### src/rtl/arm_pkg.sv
// Shared types and constants for the ARM single-cycle fetch path.
// Used by fetch_unit and pc_reg.
package arm_pkg;

   localparam int WORD_W = 32;
   localparam logic [WORD_W-1:0] PC_INC = 32'd4;

   typedef enum logic [1:0] {
      FETCH,
      EXEC,
      FAULT
   } fetch_state_t;

endpackage

### src/rtl/pc_reg.sv
// Program counter register with next-PC mux (branch target or PC+4).
// Reusable by a later multicycle variant.
module pc_reg
   import arm_pkg::*;
#(
   parameter logic [WORD_W-1:0] RESET_VECTOR = 32'h0000_0000
) (
   input  logic              clk_i,
   input  logic              rst_ni,
   input  logic              en_i,
   input  logic              sel_i,
   input  logic [WORD_W-1:2] target_i,
   output logic [WORD_W-1:0] pc_o,
   output logic [WORD_W-1:0] pc_plus4_o
);

   logic [WORD_W-1:0] pc_q, pc_d;

   assign pc_plus4_o = pc_q + PC_INC;
   assign pc_o       = pc_q;

   always_comb begin
      pc_d = pc_q;
      if (en_i) begin
         pc_d = sel_i ? {target_i, 2'b00} : pc_plus4_o;
      end
   end

   always_ff @(posedge clk_i or negedge rst_ni) begin
      if (!rst_ni) begin
         pc_q <= RESET_VECTOR;
      end else begin
         pc_q <= pc_d;
      end
   end

endmodule

### src/rtl/fetch_unit.sv
// Instruction fetch stage: FETCH/EXEC/FAULT sequencer with imem wait timeout.
// Define FETCH_PERF_EN to add the retired/stall_cycles counters.
module fetch_unit
   import arm_pkg::*;
#(
   parameter logic [WORD_W-1:0] RESET_VECTOR = 32'h0000_0000,
   parameter int                MAX_WAIT     = 15
) (
   input  logic              clk,
   input  logic              reset,
   output logic              imem_req,
   output logic [WORD_W-1:0] imem_addr,
   input  logic [WORD_W-1:0] imem_rdata,
   input  logic              imem_ready,
   input  logic              PCSrc,
   input  logic [WORD_W-1:0] Result,
   output logic [WORD_W-1:0] Instr,
   output logic              instr_valid,
   output logic [WORD_W-1:0] PC,
   output logic [WORD_W-1:0] PCPlus4,
   output logic [WORD_W-1:0] PCPlus8,
`ifdef FETCH_PERF_EN
   output logic [WORD_W-1:0] retired,
   output logic [WORD_W-1:0] stall_cycles,
`endif
   output logic              fault
);

   localparam logic [7:0] WAIT_LAST = 8'(MAX_WAIT - 1);

   fetch_state_t      state_q, state_d;
   logic [7:0]        wait_q, wait_d;
   logic [WORD_W-1:0] instr_q, instr_d;

   always_comb begin
      state_d = state_q;
      wait_d  = wait_q;
      instr_d = instr_q;
      unique case (state_q)
         FETCH: begin
            if (imem_ready) begin
               instr_d = imem_rdata;
               wait_d  = '0;
               state_d = EXEC;
            end else begin
               wait_d = wait_q + 8'd1;
               // MAX_WAIT-th consecutive miss ends the fetch
               if (wait_q == WAIT_LAST) begin
                  state_d = FAULT;
               end
            end
         end
         EXEC:    state_d = FETCH;
         FAULT:   state_d = FAULT;
         default: state_d = FETCH;
      endcase
   end

   always_ff @(posedge clk or negedge reset) begin
      if (!reset) begin
         state_q <= FETCH;
         wait_q  <= '0;
         instr_q <= '0;
      end else begin
         state_q <= state_d;
         wait_q  <= wait_d;
         instr_q <= instr_d;
      end
   end

   assign imem_req    = (state_q == FETCH);
   assign instr_valid = (state_q == EXEC);
   assign fault       = (state_q == FAULT);
   assign Instr       = instr_q;
   assign imem_addr   = PC;
   assign PCPlus8     = PCPlus4 + PC_INC;

   pc_reg #(
      .RESET_VECTOR(RESET_VECTOR)
   ) u_pc (
      .clk_i      (clk),
      .rst_ni     (reset),
      .en_i       (instr_valid),
      .sel_i      (PCSrc),
      .target_i   (Result[WORD_W-1:2]),
      .pc_o       (PC),
      .pc_plus4_o (PCPlus4)
   );

`ifdef FETCH_PERF_EN
   logic [WORD_W-1:0] retired_q, stall_q;

   always_ff @(posedge clk or negedge reset) begin
      if (!reset) begin
         retired_q <= '0;
         stall_q   <= '0;
      end else begin
         if (instr_valid) begin
            retired_q <= retired_q + 32'd1;
         end
         if (imem_req && !imem_ready) begin
            stall_q <= stall_q + 32'd1;
         end
      end
   end

   assign retired      = retired_q;
   assign stall_cycles = stall_q;
`endif

endmodule

### config.mk
export PLATFORM = sky130hd
export DESIGN_NAME = fetch_unit
export DESIGN_NICKNAME = d
export VERILOG_FILES = /design/src/rtl/arm_pkg.sv /design/src/rtl/pc_reg.sv /design/src/rtl/fetch_unit.sv
export SDC_FILE = /design/constraint.sdc
export NUM_CORES = 1
export LEC_CHECK = 0
export BUFFER_PORTS_ARGS = -buffer_cell sky130_fd_sc_hd__buf_2
export CORE_ASPECT_RATIO = 1.4
export CORE_MARGIN = 2
export CORE_UTILIZATION = 34
export CTS_CLUSTER_SIZE = 16
export DETAILED_ROUTE_END_ITERATION = 16
export SKIP_LAST_GASP = 1
export SYNTH_ARGS = -nofsm -noshare
export SYNTH_HDL_FRONTEND = slang
export SYNTH_HIERARCHICAL = 1
export SYNTH_SLANG_ARGS = --single-unit
### constraint.sdc
create_clock -name clk -period 8.4 [get_ports clk]
set_clock_uncertainty 0.2 [all_clocks]
set_input_delay 2.1 -clock clk [delete_from_list [all_inputs] [get_ports clk]]
set_output_delay 2.1 -clock clk [all_outputs]
set_load 0.02 [all_outputs]
==> flow_metrics.py, run 1 <==
metrics = {
    "status": {
        "status": "complete, no violations",
    },
    "sta": {
        "drv_slew": 0,
        "worst_pin_slew_ps": 1010,
        "hold_violations": 0,
        "max_freq_mhz": 157,
        "slew_headroom_pct": 32.4,
        "rsz0062_at_grt": "false",
        "period_needed_ps": 6350,
        "finalSetupViolCount": 0,
        "post-route-period-util_pct": 75.6,
        "fin_ws_ps": 2050,
        "setup_tns_ps": 0,
    },
    "critical_path": {
        "criticalPathCategory": "flop to output port",
        "crit_required_ps": 6100,
        "worst_r2r_path_depth": 4,
        "crit_slowest_cell": "nand4_1",
        "cp-end-kind": "output port",
        "cpLargestDelayFamily": "simple AND/OR/NAND/NOR gates",
        "critical_path_buf_inv_count": 1,
        "r2r-start": "u_pc/pc_o[12]",
        "crit_path_max_incr_delay_ps": 680,
        "reg2reg_setup_slack_ps": 5590,
        "crit_fanout": 20,
        "reg2reg_to": "u_pc/pc_o[24]",
        "start_kind": "flop",
        "path_cells": "and4_1 -> nand4_1 -> or3_4 -> xnor2_1 -> and4_1 -> nand4_1 -> nor4_2 -> xor2_1 -> buf_2",
        "arrival_ps": 4050,
    },
    "place": {
        "post-place-ws_ps": 2460,
        "gp_congestion": 0.876,
        "io_buffers": 220,
        "place_hpwl_um": 11400,
    },
    "yosys": {
        "synth.distinct_cells": 62,
        "synth_area_per_cell_um2": 9.47,
        "ys.flop_type": "dfrtp_1",
        "synth-seq-cells": 72,
        "netlist_area_um2": 5070,
        "synth_cells": 535,
        "ys_seq_area_share_pct": 35.6,
        "synth-edff-count": 0,
        "postSynth.asyncResetShare_pct": 100,
        "yosys_warnings": 6,
    },
    "detailed_routing": {
        "wl_per_cell_um": 17.3,
        "num_vias": 4717,
        "ant_nets": 0,
        "vias_per_cell": 5.31,
        "wl_um": 15300,
        "drc_errors": 0,
        "first_pass_iters": 4,
        "drtIter0Drc": 260,
    },
    "finish": {
        "nets": 766,
        "final_common_cell": "buf_2",
        "antenna_cells": 0,
        "layout-drive-gt1-share_pct": 42.2,
        "layout_common_cells": "219 x buf_2, 72 x dfrtp_1, 35 x nand2_1",
        "syn_to_final_growth_pct": 22.7,
    },
    "die": {
        "die_y_um": 148,
        "start_util_pct": 34.9,
        "num_rows": 52,
        "core_area_um2": 14500,
        "dieArea_um2": 15900,
        "io_pins": 231,
        "die_w_um": 107,
    },
    "global_route": {
        "grt.total_usage_pct": 19.2,
        "grt_pass1_wl_um": 24200,
        "antenna_found_initial": 0,
        "grt_pass1_vias": 4647,
        "gr-total-overflow": 0,
        "grt_max_degree": 73,
    },
    "clocking": {
        "postCtsSetupBuffers": 0,
        "htreeDepth": 3,
        "cts_buffers": 9,
        "cts_tree": "built",
        "cts.reportedPaths.clkPinSlew_ps": 70,
        "clockBufferDepth": 2,
        "clock_latency_ps": 330,
        "hold_buffers": 0,
        "clock-sinks": 72,
        "cts_root_buffer": "clkbuf_16",
        "postCtsResizedCells": 0,
    },
    "hold_path": {
        "min_path_type": "flop to flop",
        "hold_end": "state_q[1]",
        "min_delay_path_depth": 1,
        "min-delay-start": "state_q[0]",
    },
    "power": {
        "combPwrFrac_pct": 39.8,
        "power.internal_uw": 868,
        "pwr-share-seq_pct": 31.9,
        "clockPowerShare_pct": 28.2,
        "p_sw_uw": 631,
        "p_leak_nw": 2.74,
        "ir_worst_vdd_mv": 0.114,
        "swShare_pct": 42.1,
        "power_density_nw_per_um2": 241,
    },
    "job": {
        "maxCapViolCount": 0,
    },
}
## cell families (layout without fill, tap and decap cells)
logic type,Yosys count,after routing,share of synthesized area [%]
AO/OA/AOI/OAI,87,87,12.1
XOR/XNOR,58,58,10.0
adder cells (fa/ha/maj),4,4,0.988
buffers and inverters,92,253,11.8
flip-flops,72,72,35.6
multiplexers,36,36,7.93
other,1,4,0.0740
AND/OR/NAND/NOR,185,185,21.5
## power by group through the flow
stage	registers [mW]	logic [mW]	clock network [mW]
6_report	0.479	0.597	0.423
5_1_grt	0.491	0.645	0.449
4_1_cts	0.480	0.602	0.434
3_5_place_dp	0.485	0.601	0
3_3_place_gp	0.481	0.595	0
2_1_floorplan	0.521	0.399	0
## per-stage QoR
| stage | cells | total power [mW] | instance area [um2] | utilization [%] | hold slack (ps) |
|---|---|---|---|---|---|
| 4_1_cts | 888 | 1.52 | 6220 | 42.8 | 269 |
| 5_1_grt | 888 | 1.59 | 6220 | 42.8 | 306 |
| 2_1_floorplan | 538 | 0.920 | 5080 | - | 232 |
| 3_3_place_gp | 872 | 1.08 | 5890 | 40.6 | 254 |
| 3_5_place_dp | 872 | 1.09 | 5890 | 40.6 | 263 |
| 6_report | 888 | 1.50 | 6220 | 42.8 | 265 |
## worst max path at each step
| stage | startpoint | to | slack [ps] | cells after the start |
|---|---|---|---|---|
| after global placement | u_pc/pc_o[12] | PCPlus8[31] | 2580 | 9 |
| after detailed placement | u_pc/pc_o[12] | PCPlus8[31] | 2460 | 9 |
| after CTS | u_pc/pc_o[12] | PCPlus8[31] | 2080 | 9 |
| after global routing | u_pc/pc_o[12] | PCPlus8[31] | 1770 | 9 |
| final | u_pc/pc_o[12] | PCPlus8[31] | 2050 | 9 |
| after floorplan | u_pc/pc_o[12] | PCPlus8[31] | 2560 | 13 |
## flip-flops by register name, summed over array words and instances, names as in the netlist
register   flops
Instr         32
state_q        2
u_pc/pc_o     30
wait_q         8
## cell usage after synthesis, types with 6 or more instances
master / n / area, um2
inv_1: 15 / 56.3
buf_2: 7 / 35.0
nand2_1: 35 / 131
nor4_1: 7 / 43.8
o211ai_1: 6 / 45.0
mux2_2: 33 / 372
a22oi_1: 13 / 97.6
and4_1: 7 / 61.3
nand3_1: 30 / 150
buf_4: 43 / 323
nor3_1: 17 / 85.1
o21ai_0: 21 / 105
xor2_1: 32 / 280
or3_1: 7 / 43.8
clkbuf_1: 17 / 63.8
a21oi_1: 12 / 60.1
and3_1: 6 / 37.5
o311ai_0: 11 / 96.3
nor4_2: 8 / 100
nor2_1: 26 / 97.6
xnor2_1: 26 / 228
nand4_1: 14 / 87.6
dfrtp_1: 72 / 1800
## cell type report
cell class,count,area (um2)
clock buffers,10,229
clock inverters,6,92.6
fillers,1439,8290
inverters,15,56.3
multi-input cells,374,2680
flip-flops and latches,72,1800
well taps,189,236
repair buffers,222,1120
## layer usage
layer | global-route usage [%] | vias up | share of wire, %
li1 | - | 2221 | -
met1 | 22.7 | 2264 | 39
met2 | 34.3 | 214 | 52
met3 | 3.51 | 18 | 6.3
met4 | 7.14 | 0 | 2.2
met5 | 0 | - | 0
Power figures use the tool's default switching activity.
==> inputs of run 2 (changes only) <==
==> constraint.sdc (replaced) <==
create_clock -name clk -period 5.86 [get_ports clk]
set_clock_uncertainty 0.2 [all_clocks]
set_input_delay 1.465 -clock clk [delete_from_list [all_inputs] [get_ports clk]]
set_output_delay 1.465 -clock clk [all_outputs]
set_load 0.02 [all_outputs]
==> run 2 against run 1 <==
Clock-buffer cell count unchanged. Hold slack lost 3.7 ps. Die area unchanged. Critical path type unchanged.
==> flow_metrics.py, run 2 (synthesized netlist as in run 1, its figures left out) <==
metrics = {
    "critical_path": {
        "reg2reg_setup_slack_ps": 3290,
        "critical_path_buf_inv_count": 1,
        "cp-end-kind": "output port",
        "crit_slowest_cell": "or3_4",
        "start_kind": "flop",
        "worst_r2r_path_depth": 5,
        "arrival_ps": 3840,
        "criticalPathCategory": "flop to output port",
        "crit_fanout": 11,
        "reg2reg_to": "u_pc/pc_o[24]",
        "path_cells": "ha_1 -> and2_1 -> nand3_1 -> or3_4 -> xnor2_1 -> and4_1 -> nand4_1 -> nor4_2 -> xor2_1 -> buf_2",
        "crit_required_ps": 4200,
        "cpLargestDelayFamily": "simple AND/OR/NAND/NOR gates",
        "crit_path_start": "u_pc/pc_o[2]",
        "crit_path_max_incr_delay_ps": 480,
        "r2r-start": "u_pc/pc_o[2]",
    },
    "sta": {
        "post-route-period-util_pct": 94.0,
        "slew_headroom_pct": 35.3,
        "period_needed_ps": 5510,
        "max_freq_mhz": 182,
        "setup_tns_ps": 0,
        "worst_pin_slew_ps": 969,
        "drv_slew": 0,
        "finalSetupViolCount": 0,
        "rsz0062_at_grt": "false",
        "hold_violations": 0,
    },
    "clocking": {
        "clockBufferDepth": 2,
        "postCtsResizedCells": 0,
        "clock-sinks": 72,
        "postCtsSetupBuffers": 0,
        "clock_latency_ps": 330,
        "cts_tree": "built",
        "cts.reportedPaths.clkPinSlew_ps": 60,
        "cts_root_buffer": "clkbuf_16",
        "cts_buffers": 9,
        "hold_buffers": 0,
        "htreeDepth": 3,
    },
    "finish": {
        "layout-drive-gt1-share_pct": 42.5,
        "final_core_util_pct": 43.2,
        "layout_common_cells": "219 x buf_2, 72 x dfrtp_1, 35 x nand2_1",
        "nets": 769,
        "fin_cells": 891,
        "syn_to_final_growth_pct": 23.6,
        "largest_reg_flops": 32,
        "fill_cells": 1442,
        "final_common_cell": "buf_2",
        "antenna_cells": 0,
        "postLayoutCellArea_um2": 6260,
    },
    "global_route": {
        "grt_pass1_vias": 4702,
        "antenna_found_initial": 0,
        "grt_pass1_wl_um": 24000,
        "grt-busiest-layer": "met2",
        "use_met1_pct": 22.4,
        "gr-total-overflow": 0,
        "grt_max_degree": 73,
        "grt_util_met2_pct": 33.4,
        "use_met3_pct": 4.51,
        "grt.total_usage_pct": 18.9,
    },
    "status": {
        "status": "complete, no violations",
    },
    "job": {
        "maxCapViolCount": 0,
    },
    "hold_path": {
        "min_path_type": "flop to flop",
        "min_delay_path_depth": 1,
        "min-delay-start": "state_q[0]",
        "hold_end": "state_q[1]",
    },
    "detailed_routing": {
        "wl_per_cell_um": 17.0,
        "drtIter0Drc": 231,
        "wl_um": 15200,
        "drc_errors": 0,
        "vias_per_cell": 5.29,
        "first_pass_iters": 4,
        "ant_nets": 0,
        "num_vias": 4717,
    },
    "place": {
        "io_buffers": 220,
        "dp.cells": 875,
        "gp_congestion": 0.868,
        "place_hpwl_um": 11200,
        "place_area_um2": 5920,
    },
    "die": {
        "io_pins": 231,
        "dieArea_um2": 15900,
        "die_y_um": 148,
        "start_util_pct": 34.9,
        "core_area_um2": 14500,
        "die_w_um": 107,
        "num_rows": 52,
    },
    "power": {
        "pwr-share-seq_pct": 31.4,
        "power.internal_mw": 1.29,
        "ir_worst_vdd_mv": 0.203,
        "power_density_nw_per_um2": 349,
        "p_sw_uw": 894,
        "combPwrFrac_pct": 39.4,
        "p_leak_nw": 2.77,
        "swShare_pct": 40.9,
        "clockPowerShare_pct": 29.1,
        "power_mw": 2.18,
    },
}
## run 2: how the worst max path moves through the flow
| stage | depth (start not counted) | endpoint |
|---|---|---|
| 2_1_floorplan | 13 | PCPlus8[31] |
| 3_3_place_gp | 10 | PCPlus8[31] |
| 3_5_place_dp | 10 | PCPlus8[31] |
| 4_1_cts | 10 | PCPlus8[31] |
| 5_1_grt | 10 | PCPlus8[30] |
| 6_report | 10 | PCPlus8[31] |
## run 2: routing by layer
layer	share of wire (%)	up-vias
met5	0	-
met4	1.6	0
met3	6.6	15
met2	51	209
met1	40	2279
li1	-	2214
## run 2: through the flow
stage	hold WS, ps	setup WS, ps
after CTS	263	352
after global routing	295	96.0
after floorplan	232	657
final	261	353
after detailed placement	250	731
after global placement	255	840
## run 2: final cells by class
class / instances / area [um2] / area share, %
clock buffer: 10 / 229 / 3.66
multi-input combinational: 374 / 2680 / 42.8
timing repair buffer: 225 / 1140 / 18.2
clock inverter: 6 / 115 / 1.84
sequential: 72 / 1800 / 28.8
inverter: 15 / 56.3 / 0.899
tap: 189 / 236 / 3.78
## run 2: power groups by stage
stage | clock [mW] | combinational (mW) | sequential, mW
6_report | 0.636 | 0.861 | 0.686
5_1_grt | 0.678 | 0.928 | 0.704
4_1_cts | 0.656 | 0.866 | 0.688
3_5_place_dp | 0 | 0.865 | 0.695
3_3_place_gp | 0 | 0.856 | 0.690
2_1_floorplan | 0 | 0.571 | 0.747
